--- src/rtl/task_pkg.sv ---
// Shared types and width helpers for the task queue producer and distributor.
// Lane FSM encoding is used only when TASK_ENQUEUE_MERGE_EN is defined.
package task_pkg;

  typedef enum logic [1:0] {
    StIdle,
    StHoldPush,
    StHoldPop
  } lane_state_e;

  function automatic int unsigned tree_bits(int unsigned tree_num);
    return (tree_num > 1) ? $clog2(tree_num) : 1;
  endfunction

  function automatic int unsigned data_bits(int unsigned ptw, int unsigned mtw,
                                            int unsigned plw);
    return ptw + mtw + plw;
  endfunction

  function automatic int unsigned task_bits(int unsigned ptw, int unsigned mtw,
                                            int unsigned plw, int unsigned tree_num);
    return data_bits(ptw, mtw, plw) + 2 * tree_bits(tree_num) + 2;
  endfunction

  function automatic int unsigned cnt_bits(int unsigned depth);
    return $clog2(depth) + 1;
  endfunction

  // Task word field positions, LSB-relative: {push, pop, push_tree, pop_tree, data}
  function automatic int unsigned push_bit_pos(int unsigned tb);
    return tb - 1;
  endfunction

  function automatic int unsigned pop_bit_pos(int unsigned tb);
    return tb - 2;
  endfunction

  function automatic int unsigned push_tree_lsb(int unsigned db, int unsigned trb);
    return db + trb;
  endfunction

  function automatic int unsigned pop_tree_lsb(int unsigned db);
    return db;
  endfunction

endpackage

--- src/rtl/task_enqueue_lane.sv ---
// One task queue lane: request packing (optional push/pop merge FSM) and task FIFO.
// Merging is compiled in with TASK_ENQUEUE_MERGE_EN.
module task_enqueue_lane
  import task_pkg::*;
#(
  parameter int unsigned DataBits  = 40,
  parameter int unsigned TreeBits  = 2,
  parameter int unsigned Depth     = 16,
  parameter int unsigned MergeWait = 4,
  parameter int unsigned TaskBits  = DataBits + 2 * TreeBits + 2,
  parameter int unsigned CntBits   = $clog2(Depth) + 1
) (
  input  logic                clk_i,
  input  logic                rst_i,
  input  logic                push_valid_i,
  output logic                push_ready_o,
  input  logic [TreeBits-1:0] push_tree_i,
  input  logic [DataBits-1:0] push_data_i,
  input  logic                pop_valid_i,
  output logic                pop_ready_o,
  input  logic [TreeBits-1:0] pop_tree_i,
  input  logic                task_pop_i,
  output logic [TaskBits-1:0] task_data_o,
  output logic                task_empty_o,
  output logic [CntBits-1:0]  task_count_o
);

  localparam int unsigned PtrBits = $clog2(Depth);
  localparam logic [TreeBits-1:0] NoTree = '0;
  localparam logic [DataBits-1:0] NoData = '0;

  logic [TaskBits-1:0] mem_q [Depth];
  logic [PtrBits-1:0]  wptr_q, wptr_d, rptr_q, rptr_d;
  logic [CntBits-1:0]  count_q, count_d;
  logic [TaskBits-1:0] task_data_q, task_data_d;
  logic                can_wr, wr_en, rd_en;
  logic [TaskBits-1:0] wr_word;

  // Space is judged on the registered count; a same-cycle read frees nothing.
  assign can_wr = !rst_i && (count_q < CntBits'(Depth));
  assign rd_en  = task_pop_i && (count_q != '0);

`ifdef TASK_ENQUEUE_MERGE_EN
  localparam logic [7:0] HoldLast = 8'(MergeWait - 1);

  lane_state_e         state_q, state_d;
  logic [7:0]          timer_q, timer_d;
  logic [TreeBits-1:0] held_tree_q, held_tree_d;
  logic [DataBits-1:0] held_data_q, held_data_d;

  always_comb begin
    state_d      = state_q;
    timer_d      = timer_q;
    held_tree_d  = held_tree_q;
    held_data_d  = held_data_q;
    push_ready_o = 1'b0;
    pop_ready_o  = 1'b0;
    wr_en        = 1'b0;
    wr_word      = '0;
    unique case (state_q)
      StIdle: begin
        push_ready_o = can_wr;
        pop_ready_o  = can_wr;
        if (can_wr && push_valid_i && pop_valid_i) begin
          wr_en   = 1'b1;
          wr_word = {2'b11, push_tree_i, pop_tree_i, push_data_i};
        end else if (can_wr && push_valid_i) begin
          state_d     = StHoldPush;
          timer_d     = '0;
          held_tree_d = push_tree_i;
          held_data_d = push_data_i;
        end else if (can_wr && pop_valid_i) begin
          state_d     = StHoldPop;
          timer_d     = '0;
          held_tree_d = pop_tree_i;
          held_data_d = '0;
        end
      end
      StHoldPush: begin
        pop_ready_o = can_wr;
        if (can_wr && pop_valid_i) begin
          wr_en   = 1'b1;
          wr_word = {2'b11, held_tree_q, pop_tree_i, held_data_q};
          state_d = StIdle;
        end else if (timer_q != HoldLast) begin
          timer_d = timer_q + 1'b1;
        end else if (can_wr) begin
          wr_en   = 1'b1;
          wr_word = {2'b10, held_tree_q, NoTree, held_data_q};
          state_d = StIdle;
        end
      end
      StHoldPop: begin
        push_ready_o = can_wr;
        if (can_wr && push_valid_i) begin
          wr_en   = 1'b1;
          wr_word = {2'b11, push_tree_i, held_tree_q, push_data_i};
          state_d = StIdle;
        end else if (timer_q != HoldLast) begin
          timer_d = timer_q + 1'b1;
        end else if (can_wr) begin
          wr_en   = 1'b1;
          wr_word = {2'b01, NoTree, held_tree_q, NoData};
          state_d = StIdle;
        end
      end
      default: state_d = StIdle;
    endcase
  end

  always_ff @(posedge clk_i) begin
    if (rst_i) begin
      state_q     <= StIdle;
      timer_q     <= '0;
      held_tree_q <= '0;
      held_data_q <= '0;
    end else begin
      state_q     <= state_d;
      timer_q     <= timer_d;
      held_tree_q <= held_tree_d;
      held_data_q <= held_data_d;
    end
  end
`else
  // Push wins a same-cycle collision; the pop is taken on a later cycle.
  always_comb begin
    push_ready_o = can_wr;
    pop_ready_o  = can_wr && !push_valid_i;
    wr_en        = 1'b0;
    wr_word      = '0;
    if (can_wr && push_valid_i) begin
      wr_en   = 1'b1;
      wr_word = {2'b10, push_tree_i, NoTree, push_data_i};
    end else if (can_wr && pop_valid_i) begin
      wr_en   = 1'b1;
      wr_word = {2'b01, NoTree, pop_tree_i, NoData};
    end
  end
`endif

  always_comb begin
    wptr_d      = wptr_q;
    rptr_d      = rptr_q;
    count_d     = count_q;
    task_data_d = task_data_q;
    if (wr_en) wptr_d = wptr_q + 1'b1;
    if (rd_en) begin
      rptr_d      = rptr_q + 1'b1;
      task_data_d = mem_q[rptr_q];
    end
    if (wr_en && !rd_en) begin
      count_d = count_q + 1'b1;
    end else if (!wr_en && rd_en) begin
      count_d = count_q - 1'b1;
    end
  end

  always_ff @(posedge clk_i) begin
    if (wr_en) mem_q[wptr_q] <= wr_word;
  end

  always_ff @(posedge clk_i) begin
    if (rst_i) begin
      wptr_q      <= '0;
      rptr_q      <= '0;
      count_q     <= '0;
      task_data_q <= '0;
    end else begin
      wptr_q      <= wptr_d;
      rptr_q      <= rptr_d;
      count_q     <= count_d;
      task_data_q <= task_data_d;
    end
  end

  assign task_data_o  = task_data_q;
  assign task_empty_o = (count_q == '0);
  assign task_count_o = count_q;

endmodule

--- src/rtl/task_enqueue.sv ---
// Producer side of the per-RPU task queues: LEVEL independent lanes.
// Define TASK_ENQUEUE_MERGE_EN to combine nearby push/pop requests into PP words.
module task_enqueue
  import task_pkg::*;
#(
  parameter int unsigned PTW        = 16,
  parameter int unsigned MTW        = 16,
  parameter int unsigned PLW        = 8,
  parameter int unsigned LEVEL      = 4,
  parameter int unsigned TREE_NUM   = 4,
  parameter int unsigned FIFO_DEPTH = 16,
  parameter int unsigned MERGE_WAIT = 4
) (
  input  logic                                          i_clk,
  input  logic                                          i_rst,
  input  logic [LEVEL-1:0]                              i_push_valid,
  output logic [LEVEL-1:0]                              o_push_ready,
  input  logic [tree_bits(TREE_NUM)-1:0]                i_push_treeId [0:LEVEL-1],
  input  logic [data_bits(PTW, MTW, PLW)-1:0]           i_push_data   [0:LEVEL-1],
  input  logic [LEVEL-1:0]                              i_pop_valid,
  output logic [LEVEL-1:0]                              o_pop_ready,
  input  logic [tree_bits(TREE_NUM)-1:0]                i_pop_treeId  [0:LEVEL-1],
  input  logic [LEVEL-1:0]                              i_task_pop,
  output logic [task_bits(PTW, MTW, PLW, TREE_NUM)-1:0] o_task_data   [0:LEVEL-1],
  output logic [LEVEL-1:0]                              o_task_empty,
  output logic [cnt_bits(FIFO_DEPTH)-1:0]               o_task_count  [0:LEVEL-1]
);

  for (genvar g = 0; g < LEVEL; g++) begin : g_lane
    task_enqueue_lane #(
      .DataBits (data_bits(PTW, MTW, PLW)),
      .TreeBits (tree_bits(TREE_NUM)),
      .Depth    (FIFO_DEPTH),
      .MergeWait(MERGE_WAIT),
      .TaskBits (task_bits(PTW, MTW, PLW, TREE_NUM)),
      .CntBits  (cnt_bits(FIFO_DEPTH))
    ) u_lane (
      .clk_i       (i_clk),
      .rst_i       (i_rst),
      .push_valid_i(i_push_valid[g]),
      .push_ready_o(o_push_ready[g]),
      .push_tree_i (i_push_treeId[g]),
      .push_data_i (i_push_data[g]),
      .pop_valid_i (i_pop_valid[g]),
      .pop_ready_o (o_pop_ready[g]),
      .pop_tree_i  (i_pop_treeId[g]),
      .task_pop_i  (i_task_pop[g]),
      .task_data_o (o_task_data[g]),
      .task_empty_o(o_task_empty[g]),
      .task_count_o(o_task_count[g])
    );
  end

endmodule

--- config.mk ---
export PLATFORM = sky130hd
export DESIGN_NAME = task_enqueue
export DESIGN_NICKNAME = d
export VERILOG_FILES = /design/src/rtl/task_pkg.sv /design/src/rtl/task_enqueue_lane.sv /design/src/rtl/task_enqueue.sv
export SDC_FILE = /design/constraint.sdc
export NUM_CORES = 2
export LEC_CHECK = 0
export BUFFER_PORTS_ARGS = -buffer_cell sky130_fd_sc_hd__buf_4
export CAP_MARGIN = 15
export CORE_MARGIN = 2
export CORE_UTILIZATION = 60
export DETAILED_ROUTE_END_ITERATION = 7
export GPL_ROUTABILITY_DRIVEN = 0
export PLACE_DENSITY = 0.79
export SLEW_MARGIN = 10
export SYNTH_ARGS = -nofsm -noshare
export SYNTH_HDL_FRONTEND = slang
export SYNTH_HIERARCHICAL = 1
export SYNTH_SLANG_ARGS = --single-unit
--- constraint.sdc ---
create_clock -name i_clk -period 8.2 [get_ports i_clk]
set_input_delay 2.05 -clock i_clk [delete_from_list [all_inputs] [get_ports i_clk]]
set_output_delay 2.05 -clock i_clk [all_outputs]
set_load 0.01 [all_outputs]
* Yosys cells after proc, flatten, opt, wreduce, memory -nomap -nowiden
Memory sizes are Yosys's and may differ from the RTL's. A register that Yosys moved wholly into a read port is not among the register bits.
Index checks and enable logic that the tools add are counted.
** Operators by class
- $add $sub $neg :: 16
- Order comparisons :: 4
- Muxes and demuxes :: 32
- Reductions and logical operators :: 53
** Operators with widths (count)
- 2-to-1 mux 46 bit :: 4
- 2-to-1 mux 45 bit :: 4
- 2-to-1 mux 5 bit :: 8
- adder 4 x 1 -> 4 bit (second input constant) :: 8
- logical AND 1 bit :: 28
- adder 5 x 1 -> 5 bit (second input constant) :: 4
- zero test 5 bit :: 4
- < comparator 5 bit (second input constant) :: 4
- nonzero test 5 bit :: 4
- subtractor 5 x 1 -> 5 bit (second input constant) :: 4
- 2-to-1 mux 1 bit :: 16
- zero test 1 bit :: 13
- nonzero test 2 bit :: 4
** Word-level totals
- Flip-flop bits (word level) :: 52
- Memory bits (writable) :: 2944
- Input bits :: 190
- Output and inout bits :: 216
- Logic and storage cells :: 121
- Memories :: 4
** Memory list
- g_lane[0].u_lane.mem_q :: words 16, width 46, rd ports 1, clocked after Yosys merged registers in 1, write ports 1, line task_enqueue_lane.sv:32 : logic [TaskBits-1:0] mem_q [Depth];
- g_lane[1].u_lane.mem_q :: words 16, width 46, rd ports 1, clocked after Yosys merged registers in 1, write ports 1, line task_enqueue_lane.sv:32
- g_lane[2].u_lane.mem_q :: words 16, width 46, rd ports 1, clocked after Yosys merged registers in 1, write ports 1, line task_enqueue_lane.sv:32
- g_lane[3].u_lane.mem_q :: words 16, width 46, rd ports 1, clocked after Yosys merged registers in 1, write ports 1, line task_enqueue_lane.sv:32

* Depth between registers and ports, before layout
- Depth in word-level cells :: 9
- Gate-level depth with buffers :: 12

* Hierarchy
Netlist, hierarchy kept.
** Modules (own cells, without submodules)
- task_enqueue_lane at g_lane[0].u_lane ... :: times used 3, cells an instance 1381, area an instance 30384.1 µm²
- task_enqueue_lane at g_lane[1].u_lane :: times used 1, cells an instance 1382, area an instance 30387.9 µm²

* Worst setup path before layout
Ideal clock, no wire load.
- Path kind :: input to register
- Start point :: input port i_rst
- End point :: memory g_lane[1].u_lane/mem_q[3][0] (netlist name) (enable)
- Library setup time :: 506 ps
- Arrival time :: 6093 ps
- Path slack :: 1601 ps
- Cell stages on the path :: 6
- Path buffers :: 2
- Cell sequence :: buf_6 nor2_1 o21a_1 buf_2 nand2_1 nor3_1
** On the way
- Longest elaborated chain between the ends :: 7
- Elaborated cells between the ends (all ways) :: 8
- Classes of those cells :: 4 x mux; 4 x reduce/logical
** RTL lines
- start, declared :: line task_enqueue.sv:15 : input logic i_rst,
- zero test 1 bit (*) :: line task_enqueue_lane.sv:40 : assign can_wr = !rst_i && (count_q < CntBits'(Depth));
- logical AND 1 bit (*) :: line task_enqueue_lane.sv:40
- logical AND 1 bit :: line task_enqueue_lane.sv:134 : end else if (can_wr && pop_valid_i) begin
- 2-to-1 mux 1 bit :: line task_enqueue_lane.sv:134
- 2-to-1 mux 1 bit (*) :: line task_enqueue_lane.sv:131 : if (can_wr && push_valid_i) begin
- net g_lane[1].u_lane.wr_en :: line task_enqueue_lane.sv:36 : logic can_wr, wr_en, rd_en;
- 2-to-1 mux 1 bit (*) :: line task_enqueue_lane.sv:159 : if (wr_en) mem_q[wptr_q] <= wr_word;
- 2-to-1 mux 1 bit (implied by the code) (*) :: line task_enqueue_lane.sv:159
- end, declared :: line task_enqueue_lane.sv:32
Mark *: on every way through the listed nets, which the timed path passes. The rest lies on a longest branch.

* Final worst setup path
- Start point :: input port i_rst
- End point :: output port o_push_ready[3]
** On the way
- Longest elaborated chain between the ends :: 2
** RTL lines
- zero test 1 bit :: line task_enqueue_lane.sv:40
- logical AND 1 bit :: line task_enqueue_lane.sv:40
- end, declared :: line task_enqueue.sv:17 : output logic [LEVEL-1:0] o_push_ready,
No other way between the ends.

==> summary.md <==
| Metric | Value |
|---|---|
| 1st-pass router iterations | `6` |
| WL/cell | `around 31 um` |
| CTS-repair resized insts | `0` |
| Initial antenna violation count | `4` |
| Worst slew pin tran | `1.244 ns` |
| Vias in the first global route | `61048` |
| Root buffer cell | `clkbuf_16` |
| Tot GR Track Use | `0.2706` |
| Sw Share | `0.2566` |
| CTS buffer count | `327` |
| #FFs+latches synth | `3180` |
| Post-DP Area | `127600 um^2` |
| Layout Utilization | `0.6843` |
| CTS H-Tree Depth | `5` |
| Synth Flop Type | `edfxtp_1` |
| Fin cells | `8974` |
| Port bufs | `~410` |
| Post-CTS Setup Bufs | `0` |
| Synth top area share | `0.7274` |
| Finished layout cell area | `138000 um^2` |
| Worst Hold Launch | `g_lane[2].u_lane/task_data_o[24]$_SDFFE_PP0P_` |
| Max-slew headroom | `0.1709` |
| ANT nets after route | `0` |
| Detailed placer's ending HPWL | `149200 um` |
| Maximum vdd ir drop | `about 210 uV` |
| Int Pwr | `30.45 mW` |
| Layout cells sized above 1 | `0.3260` |
| Worst hold slack | `0.4985 ns` |
| Clk buf depth | `4` |
| Req. time, crit path | `6.15 ns` |
| Status | `completed` |
| RSZ-0062 raised after global routing | `no` |
| Leakage | `44.40 nW` |
| Placed Cells | `8388` |
| Area grow syn2layout | `13.56%` |
| Initial Util | `0.6026` |
| Die area | `just over 200000 um^2` |
| Pins Over Slew Limit | `0` |
| Rows | `165` |
| Sum Neg Setup Slack | `0 ns` |
| Largest net degree at the start of global routing | `168` |
| Crit path launch | `i_rst` |
| Final setup viols | `0` |
| Vias | `59103` |
| Routed WL | `278200 um` |
| HP Class | `reg2reg` |
| Comb power frac | `0.176` |
| Type of origin of the critical path | `input pin` |
| Synth top cells by count | `edfxtp_1 (2944), mux4_2 (736), dfxtp_1 (236)` |
| Reg-to-reg startpoint | `g_lane[1].u_lane/task_count_o[4]$_SDFFE_PP0P_` |
| Setup Crit Path Kind | `in2out` |
| Core area | `~200000 um^2` |
| Clock share of power | `0.353` |
| PwrDens | `between 200 and 300 nW/um^2` |
| Clock-pin slew on the worst setup and hold paths | `0.05 ns` |
| Post-synthesis cell count | `5525` |
| Final Hold Fails | `0` |
| Max Freq | `178.4 MHz` |
| Post-synth cell types | `38` |
| Most common cell in the netlist | `edfxtp_1` |
| Clk Latency, worst-skew pair | `0.98 ns` |
| CP Data Arrival Time | `3.56 ns` |
| Syn_area_per_cell | `between 20 and 25 um^2` |
| Vias per cell | `6.586` |
| Fin crit share | `0.6837` |
| Psw | `10.51 mW` |
| Register share of total power | `0.470` |
| Top-Level Pins | `406` |
| Post-synthesis sequential area ratio | `0.7662` |
| Synth area leaders | `edfxtp_1 (73%), mux4_2 (14%), dfxtp_1 (3.9%)` |
| Overflow after GRT | `0` |
| Drt drc | `0` |
| Initial DRC count | `7206` |
| Endpoint class of the critical path | `primary output` |
| Crit-path max FO | `45` |
| Post-CTS Hold Buffers | `0` |
| Dominant cell type by area after synthesis | `edfxtp_1` |
| Syn nets | `5759` |
| Yosys warning count | `6` |
| TritonCTS Sinks | `3180` |
| Die width | `~450 um` |
| Final min period | `between 5 and 6 ns` |
| First-pass GRT wire length | `407200 um` |
| Post-synth EDFFs | `2944` |
| Post-layout nets | `between 6000 and 7000` |
| Max-cap violations | `0` |
| Post-synth ARST share | `0` |
| Skew final | `0.06959 ns` |
| CTS tree | `yes` |
| Cell area after synthesis | `121500 um^2` |
| Die H | `454.1 um` |
[flip-flops by register name, summed over array words and instances (netlist names)]
register,cells
g_lane.u_lane/mem_q,2944
g_lane.u_lane/task_data_o,184
g_lane.u_lane/task_count_o,20
g_lane.u_lane/rptr_q,16
g_lane.u_lane/wptr_q,16
[power by group through the flow]
stage               logic (mW)  clock network [mW]  registers (mW)
floorplan                 5.12                   0            19.3
global placement          7.07                   0            19.5
detailed placement        7.18                   0            19.6
CTS                       7.28                14.7            19.3
global route              7.69                15.2            19.3
finish                    7.22                14.5            19.3
[cell usage in the layout, fill, tap and decap left out, drive strengths merged, types with 5 or more instances in the layout]
master / n
nand2b: 8
mux2i: 196
ha: 40
and3: 176
o21ai: 184
clkinvlp: 5
nor2: 120
mux2: 188
and2: 8
nand4: 8
xor2: 28
nor3: 20
clkbuf: 420
xnor2: 8
bufinv: 28
clkinv: 114
dfxtp: 236
a21oi: 20
nand2: 36
a22oi: 184
mux4: 736
o21a: 8
edfxtp: 2944
buf: 515
inv: 40
[kinds of logic (layout without fill, tap and decap cells)]
kind of cell / count (synthesis) / in the layout / synth area share
AND/OR/NAND/NOR: 396 / 396 / 0.01783
AO/OA/AOI/OAI: 400 / 400 / 0.02290
other: 0 / 4 / 0
flip-flops: 3180 / 3180 / 0.7662
XOR/XNOR: 36 / 36 / 0.002594
buffers and inverters: 349 / 1122 / 0.01572
multiplexers: 1120 / 1120 / 0.1699
adder cells (fa/ha/maj): 44 / 44 / 0.004777
[worst max-delay path: stages]
cell    delay [ns]
buf_4         0.22
buf_4         0.34
nor2_4        0.13
buf_4         0.54
buf_4         0.23
[per-stage QoR]
| stage | power [mW] | worst slack (ns) |
|---|---|---|
| 2_1_floorplan | 24.43 | 1.601 |
| 3_5_place_dp | 26.77 | 2.574 |
| 5_1_grt | 42.24 | 2.545 |
| 4_1_cts | 41.21 | 2.574 |
| 3_3_place_gp | 26.61 | 2.620 |
| 6_report | 40.96 | 2.594 |
[layer usage]
layer | GRT usage | routed length, um | vias to the layer above
met3 | 0.04653 | 24060 | 574
met1 | 0.3695 | 103400 | 31127
met4 | 0.09847 | 10130 | 0
li1 | - | - | 24083
met5 | 0 | 0 | -
met2 | 0.4454 | 140500 | 3319
[layout make-up]
class | instances | area [um^2]
antenna | 4 | 10.01
clock buffer | 420 | 8795
clock inverter | 159 | 1565
fill | 11745 | 63680
inverter | 28 | 125.1
multi-input combinational | 1996 | 27010
sequential | 3180 | 93170
tap | 2672 | 3343
timing repair buffer | 515 | 4003
[path summary, 6_finish.rpt]
check / cells after the start / end / slack, ns
hold reg to reg: 2 / g_lane[2].u_lane/task_data_o[24]$_SDFFE_PP0P_ / 0.50
hold / removal: 2 / g_lane[2].u_lane/task_data_o[24]$_SDFFE_PP0P_ / 0.50
setup reg to reg: 5 / g_lane[1].u_lane/mem_q[6][16]$_DFFE_PP_ / 4.50
setup / recovery: 5 / o_push_ready[3] / 2.59
(Power assumes the default switching activity.)
